==> src/rtl/spi_sclk_gen.sv <==
// SPI serial-clock generator: registered SCLK derived from clk with a runtime
// half-period divider, selectable idle polarity and burst length. Leading and
// trailing edge strobes let the shifter run entirely in the clk domain.
`timescale 1ns/1ps
module spi_sclk_gen #(
  parameter int unsigned DIV_W = 8,
  parameter int unsigned LEN_W = 6
) (
  input  logic             clk,
  input  logic             rst_n,
  input  logic             en,
  input  logic             cpol,
  input  logic [DIV_W-1:0] half_div,
  input  logic [LEN_W-1:0] burst_len,
  output logic             sclk,
  output logic             lead_stb,
  output logic             trail_stb,
  output logic             done,
  output logic             busy
);

  typedef enum logic [0:0] {IDLE, RUN} state_t;

  state_t             state_q, state_d;
  logic [DIV_W-1:0]   cnt_q, cnt_d;
  logic [DIV_W-1:0]   h_q, h_d;
  logic [LEN_W-1:0]   len_q, len_d;
  logic [LEN_W-1:0]   per_q, per_d;
  logic               phase_q, phase_d;
  logic               cpol_q, cpol_d;
  logic               sclk_q, sclk_d;
  logic               lead_q, lead_d;
  logic               trail_q, trail_d;
  logic               done_q, done_d;
  logic               busy_q, busy_d;

  logic [DIV_W-1:0]   h_eff;
  logic [LEN_W-1:0]   per_inc;

  // A zero divider behaves as a divider of one.
  always_comb begin
    h_eff   = (half_div == '0) ? DIV_W'(1) : half_div;
    per_inc = per_q + LEN_W'(1);
  end

  // Next-state logic: idle tracking of CPOL, then half-period counting in RUN.
  always_comb begin
    state_d = state_q;
    cnt_d   = cnt_q;
    h_d     = h_q;
    len_d   = len_q;
    per_d   = per_q;
    phase_d = phase_q;
    cpol_d  = cpol_q;
    sclk_d  = sclk_q;
    busy_d  = busy_q;
    lead_d  = 1'b0;
    trail_d = 1'b0;
    done_d  = 1'b0;
    unique case (state_q)
      IDLE: begin
        sclk_d  = cpol;
        cnt_d   = '0;
        phase_d = 1'b0;
        busy_d  = 1'b0;
        if (en) begin
          h_d     = h_eff;
          len_d   = burst_len;
          cpol_d  = cpol;
          per_d   = '0;
          state_d = RUN;
          busy_d  = 1'b1;
        end
      end
      RUN: begin
        if (cnt_q == h_q - DIV_W'(1)) begin
          cnt_d   = '0;
          sclk_d  = ~sclk_q;
          phase_d = ~phase_q;
          if (!phase_q) begin
            lead_d = 1'b1;
          end else begin
            trail_d = 1'b1;
            per_d   = per_inc;
            h_d     = h_eff;
            // Stop only on a trailing edge so no period is ever truncated.
            if (((len_q != '0) && (per_inc == len_q)) || !en) begin
              done_d  = 1'b1;
              state_d = IDLE;
              busy_d  = 1'b0;
            end
          end
        end else begin
          cnt_d = cnt_q + DIV_W'(1);
        end
      end
      default: state_d = IDLE;
    endcase
  end

  // State and output registers, asynchronously cleared.
  always_ff @(posedge clk or negedge rst_n) begin
    if (!rst_n) begin
      state_q <= IDLE;
      cnt_q   <= '0;
      h_q     <= '0;
      len_q   <= '0;
      per_q   <= '0;
      phase_q <= 1'b0;
      cpol_q  <= 1'b0;
      sclk_q  <= 1'b0;
      lead_q  <= 1'b0;
      trail_q <= 1'b0;
      done_q  <= 1'b0;
      busy_q  <= 1'b0;
    end else begin
      state_q <= state_d;
      cnt_q   <= cnt_d;
      h_q     <= h_d;
      len_q   <= len_d;
      per_q   <= per_d;
      phase_q <= phase_d;
      cpol_q  <= cpol_d;
      sclk_q  <= sclk_d;
      lead_q  <= lead_d;
      trail_q <= trail_d;
      done_q  <= done_d;
      busy_q  <= busy_d;
    end
  end

  assign sclk      = sclk_q;
  assign lead_stb  = lead_q;
  assign trail_stb = trail_q;
  assign done      = done_q;
  assign busy      = busy_q;

endmodule

==> config.mk <==
export PLATFORM = sky130hd
export DESIGN_NAME = spi_sclk_gen
export DESIGN_NICKNAME = d
export VERILOG_FILES = /design/src/rtl/spi_sclk_gen.sv
export SDC_FILE = /design/constraint.sdc
export NUM_CORES = 1
export LEC_CHECK = 0
export CAP_MARGIN = 10
export CORE_ASPECT_RATIO = 0.7
export CORE_MARGIN = 2
export CORE_UTILIZATION = 45
export DETAILED_ROUTE_END_ITERATION = 8
export GPL_ROUTABILITY_DRIVEN = 0
export GPL_TIMING_DRIVEN = 0
export PLACE_DENSITY_LB_ADDON = 0.1
export SYNTH_ARGS = -nofsm -noshare
export SYNTH_HDL_FRONTEND = slang
export SYNTH_SLANG_ARGS = --single-unit
==> constraint.sdc <==
create_clock -name clk -period 3.1 [get_ports clk]
set_clock_uncertainty 0.05 [all_clocks]
set_input_delay 0.62 -clock clk [delete_from_list [all_inputs] [get_ports clk]]
set_output_delay 0.62 -clock clk [all_outputs]
set_load 0.02 [all_outputs]
=== Word-level counts from Yosys, hierarchy flattened ===
Index checks and enable logic that the tools add are counted.

* Register bits after elaboration: 35
* Output and inout port bits: 5
* Logic and storage cells: 65

* Add/sub/neg operators: 3
* Equality and inequality tests: 6
* Mux-type cells: 34
* Bitwise gates (word level): 3
* Reductions and logical operators: 8

{| class="wikitable"
|+ Operators with widths
! cell !! count
|-
| two-way mux 8 bit || 5
|-
| one-hot mux 8 bit (2 select lines) || 2
|-
| two-way mux 1 bit || 19
|-
| two-way mux 6 bit || 3
|-
| one-hot mux 6 bit (2 select lines) || 1
|-
| adder 8 x 1 -> 8 bit (second input constant) || 1
|-
| == test 8 bit || 1
|-
| zero test 8 bit || 1
|-
| one-hot mux 1 bit (2 select lines) || 4
|-
| subtractor 8 x 1 -> 8 bit (second input constant) || 1
|-
| adder 6 x 1 -> 6 bit (second input constant) || 1
|-
| == test 6 bit || 1
|-
| inequality test 2 x 1 -> 1 bit (second input constant) || 3
|-
| AND reduction 3 bit || 2
|-
| nonzero test 6 bit || 1
|-
| NOT 1 bit || 3
|-
| inequality test 2 bit (second input constant) || 1
|-
| AND reduction 2 bit || 1
|-
| logical AND 1 bit || 1
|-
| zero test 1 bit || 1
|-
| logical OR 1 bit || 1
|}

=== Logic depth before layout (Yosys ltp) ===
* Depth after elaboration: 8
* Mapped depth: 10
* Depth with buffers taken out: 8

=== Worst setup path after synthesis ===
Ideal clock, no wire load.

* Path kind: reg-to-reg
* From: reg h_q[0]
* To: reg per_q[1]
* Setup time: 0.120 ns
* Data arrival time: 2.322 ns
* Path slack: 0.609 ns
* Cell stages (with the launch flop): 11
* Path through: dfrtp_1 -> inv_1 -> ha_1 -> buf_6 -> nor2b_1 -> or3_4 -> a31oi_4 -> nand3_2 -> or3b_1 -> buf_2 -> a31o_1

* Longest elaborated chain between the ends: 4

{| class="wikitable"
|+ Ends and longest elaborated chain
! what !! RTL line !! text
|-
| start, declared || 26 || <nowiki>logic [DIV_W-1:0] h_q, h_d;</nowiki>
|-
| start signal, assigned || 106 || <nowiki>h_q <= '0;</nowiki>
|-
| start signal, assigned || 119 || <nowiki>h_q <= h_d;</nowiki>
|-
| subtractor 8 x 1 -> 8 bit || 76 || <nowiki>if (cnt_q == h_q - DIV_W'(1)) begin</nowiki>
|-
| == test 8 bit || 76 ||
|-
| inequality test 2 x 1 -> 1 bit (no source line) || - ||
|-
| AND reduction 3 bit (no source line) || - ||
|-
| end signal, assigned || 121 || <nowiki>per_q <= per_d;</nowiki>
|-
| end, declared || 28 || <nowiki>logic [LEN_W-1:0] per_q, per_d;</nowiki>
|}

No other way between the ends.
A chain may end at the register's enable or synchronous reset.

=== Worst setup path in the final report ===
Ends and elaborated chain as after synthesis.

==> results.json <==
{
  "track_usage": 0.186,
  "synth_top_family_by_area": "simple AND/OR/NAND/NOR gates",
  "viasPerCell": 5.26,
  "setup_violations": 0,
  "dr.pass1.iters": 4,
  "synthTopCellsByArea": "dfrtp_1 (45%), xnor2_1 (6.4%), nand2_1 (5.4%)",
  "start_util": 0.480,
  "synth_seq_area_share": 0.454,
  "yosys.area_share.xor_xnor": 0.116,
  "cts_root_buf": "clkbuf_8",
  "drt_iter0_drc": 43,
  "slew_headroom": 0.491,
  "synth_edf_count": 0,
  "min_path_type": "in2async",
  "netlist_area_um2": 1930,
  "h-tree-depth": 2,
  "timing.final.crit_share": 0.868,
  "peakVddDrop_mv": 0.339,
  "synth_compound_area_frac": 0.0986,
  "rr_endpoint": "per_q[1]$_DFFE_PN0P_",
  "r2r-start": "h_q[0]$_DFFE_PN0P_",
  "criticalPathCategory": "reg2reg",
  "combPwrFrac": 0.350,
  "totalWireLength_um": 3670,
  "internal-power_mw": 1.03,
  "seq_power_share": 0.425,
  "worstPathRequired_ps": 3220,
  "cts_tree": "done",
  "clock-sinks": 35,
  "synth_seq_cells": 35,
  "outcome": "finished clean",
  "grt_max_degree": 36,
  "cp-end-kind": "flip-flop",
  "die_h_um": 58.8,
  "rsz0062_at_grt": "false",
  "synthSimpleGateAreaFrac": 0.223,
  "portBuffers": 22,
  "setup-tns-final_ps": 0,
  "muxShareOfSynthArea": 0.0623,
  "syn_nets": 207,
  "core_area_um2": 4020,
  "netSwitchingFraction": 0.350,
  "post_cts_buffers": 0,
  "finalHoldViolations": 0,
  "grt_first_pass_wirelength_um": 6800,
  "syn_inst": 186,
  "cts.clk_slew.worst_paths_ps": 70,
  "synthTopCellsByCount": "dfrtp_1 (35), nand2_1 (28), xnor2_1 (14)",
  "synthFlopType": "dfrtp_1",
  "min_period_ps": 2690,
  "p_clk_frac": 0.225,
  "die-area_um2": 4840,
  "r2r_setup_slack_ps": 410,
  "ys_types": 49,
  "grt_pass1_vias": 1450,
  "synth_top_area_share": 0.454,
  "fin_nets": 236,
  "critPathArrivalTime_ps": 2810,
  "power_density_nw_per_um2": 687,
  "rows": 19,
  "worstRegToRegCells": 10,
  "n_fill_cell": 345,
  "synth_most_common_cell": "dfrtp_1",
  "overflow": 0,
  "clk_latency_ps": 280,
  "syn_to_final_growth_pct": 19.7,
  "cts_made_buffers": 5,
  "cts_buffer_depth": 2,
  "cap_violations": 0,
  "dp_hpwl_um": 2780,
  "via_count": 1410,
  "wl_per_cell_um": 13.7,
  "postCtsHoldBufs": 0,
  "fin_total_pwr_mw": 1.59,
  "io_pins": 23,
  "synth_fa_ha_area_frac": 0.0195,
  "power.leakage_nw": 1.01,
  "synthArstFlopShare": 1.00,
  "avgSynthCellArea_um2": 10.4,
  "die_w_um": 82.3,
  "ant_nets": 0,
  "antenna_found_initial": 0,
  "fmax_ghz": 0.372,
  "power.switching_uw": 556,
  "drive_gt1_frac": 0.130,
  "final_core_util": 0.575,
  "cts-resized-gates": 0,
  "drc": 0,
  "ys_warn_count": 0,
  "worstSetupStartpointType": "flip-flop",
  "worst-path-max-fanout": 8,
  "synth_top_area_cell": "dfrtp_1",
  "slew_viol_final": 0,
  "worst_slew_pin_slew_ps": 763,
  "diodes": 0
}
[metrics by stage]
stage / instance area [µm²] / cells / worst slack (ps) / hold WS (ps)
after floorplan: 1930 / 186 / 609 / 274
after global placement: 2210 / 260 / 468 / 403
after detailed placement: 2210 / 260 / 414 / 416
after CTS: 2310 / 268 / 402 / 391
after global routing: 2310 / 268 / 250 / 404
final: 2310 / 268 / 410 / 358
[per-layer routing]
metal  share of wire  global-route usage  vias up
li1                -                   -      711
met2            0.43               0.273       34
met5               0                   0        -
met3           0.045              0.0460        0
met4               0              0.0452        0
met1            0.53               0.275      665
[critical path, stage by stage, from the launching register on]
cell     delay (ps)
dfrtp_1         480
inv_1           100
ha_1            220
buf_6           140
nor2b_1         120
or3_4           380
a31oi_4         210
nand3_2         160
or3b_1          380
buf_2           160
a31o_1          210
[flip-flops by register name, summed over array words and instances, names as in the netlist, 6 cells and up]
name	flops
len_q	6
per_q	6
h_q	8
cnt_q	8
[placed cells by master, fill, tap and decap left out, types with 2 or more instances in the layout]
master,n
clkdlybuf4s50_1,21
buf_6,2
inv_1,4
o31ai_1,2
mux2_2,6
nor3_1,3
or2_2,2
o21bai_1,2
clkbuf_8,7
buf_2,3
nor4_1,5
nor2b_1,7
xor2_1,9
and3_1,2
nand3_1,5
mux2_1,2
nor3_2,2
nand2_1,28
ha_1,3
nand4_1,2
nor2_1,12
dfrtp_1,35
o211ai_1,2
clkbuf_1,2
a21oi_1,5
xnor2_1,14
mux2i_1,3
o21ai_0,3
[how the worst max path moves through the flow]
stage                                   from              endpoint  slack (ps)  cells past startpoint
after floorplan           h_q[0]$_DFFE_PN0P_  per_q[1]$_DFFE_PN0P_         610                     10
after global placement    h_q[0]$_DFFE_PN0P_  per_q[2]$_DFFE_PN0P_         470                     10
after detailed placement  h_q[0]$_DFFE_PN0P_  per_q[1]$_DFFE_PN0P_         410                     10
after CTS                 h_q[0]$_DFFE_PN0P_  per_q[2]$_DFFE_PN0P_         400                     10
after global routing      h_q[0]$_DFFE_PN0P_  per_q[2]$_DFFE_PN0P_         250                     10
final                     h_q[0]$_DFFE_PN0P_  per_q[1]$_DFFE_PN0P_         410                     10
[cell families (layout without fill, tap and decap cells)]
kind of cell,Yosys count,in the layout
AOI/OAI and AO/OA,25,25
adders and majority gates,3,3
DFF,35,35
buffers and inverters,9,39
muxes,11,11
xor gates and xnor gates,24,24
and+or+nand+nor,79,79
[power by group through the flow]
stage,clock network [mW],logic [mW],registers [mW]
global route,0.393,0.629,0.694
finish,0.356,0.556,0.675
detailed placement,0,0.556,0.682
global placement,0,0.533,0.677
CTS,0.371,0.561,0.674
floorplan,0,0.431,0.661
[area by class of cell]
cell class | instances | area (µm²) | area share
plain buffers | 5 | 36.3 | 0.0157
inverters | 4 | 15.0 | 0.00650
clock buffers | 8 | 100 | 0.0433
flip-flops and latches | 35 | 876 | 0.379
multi-input cells | 142 | 1000 | 0.434
well taps | 52 | 65.1 | 0.0282
repair buffers | 22 | 215 | 0.0932
Power figures use the tool's default switching activity.
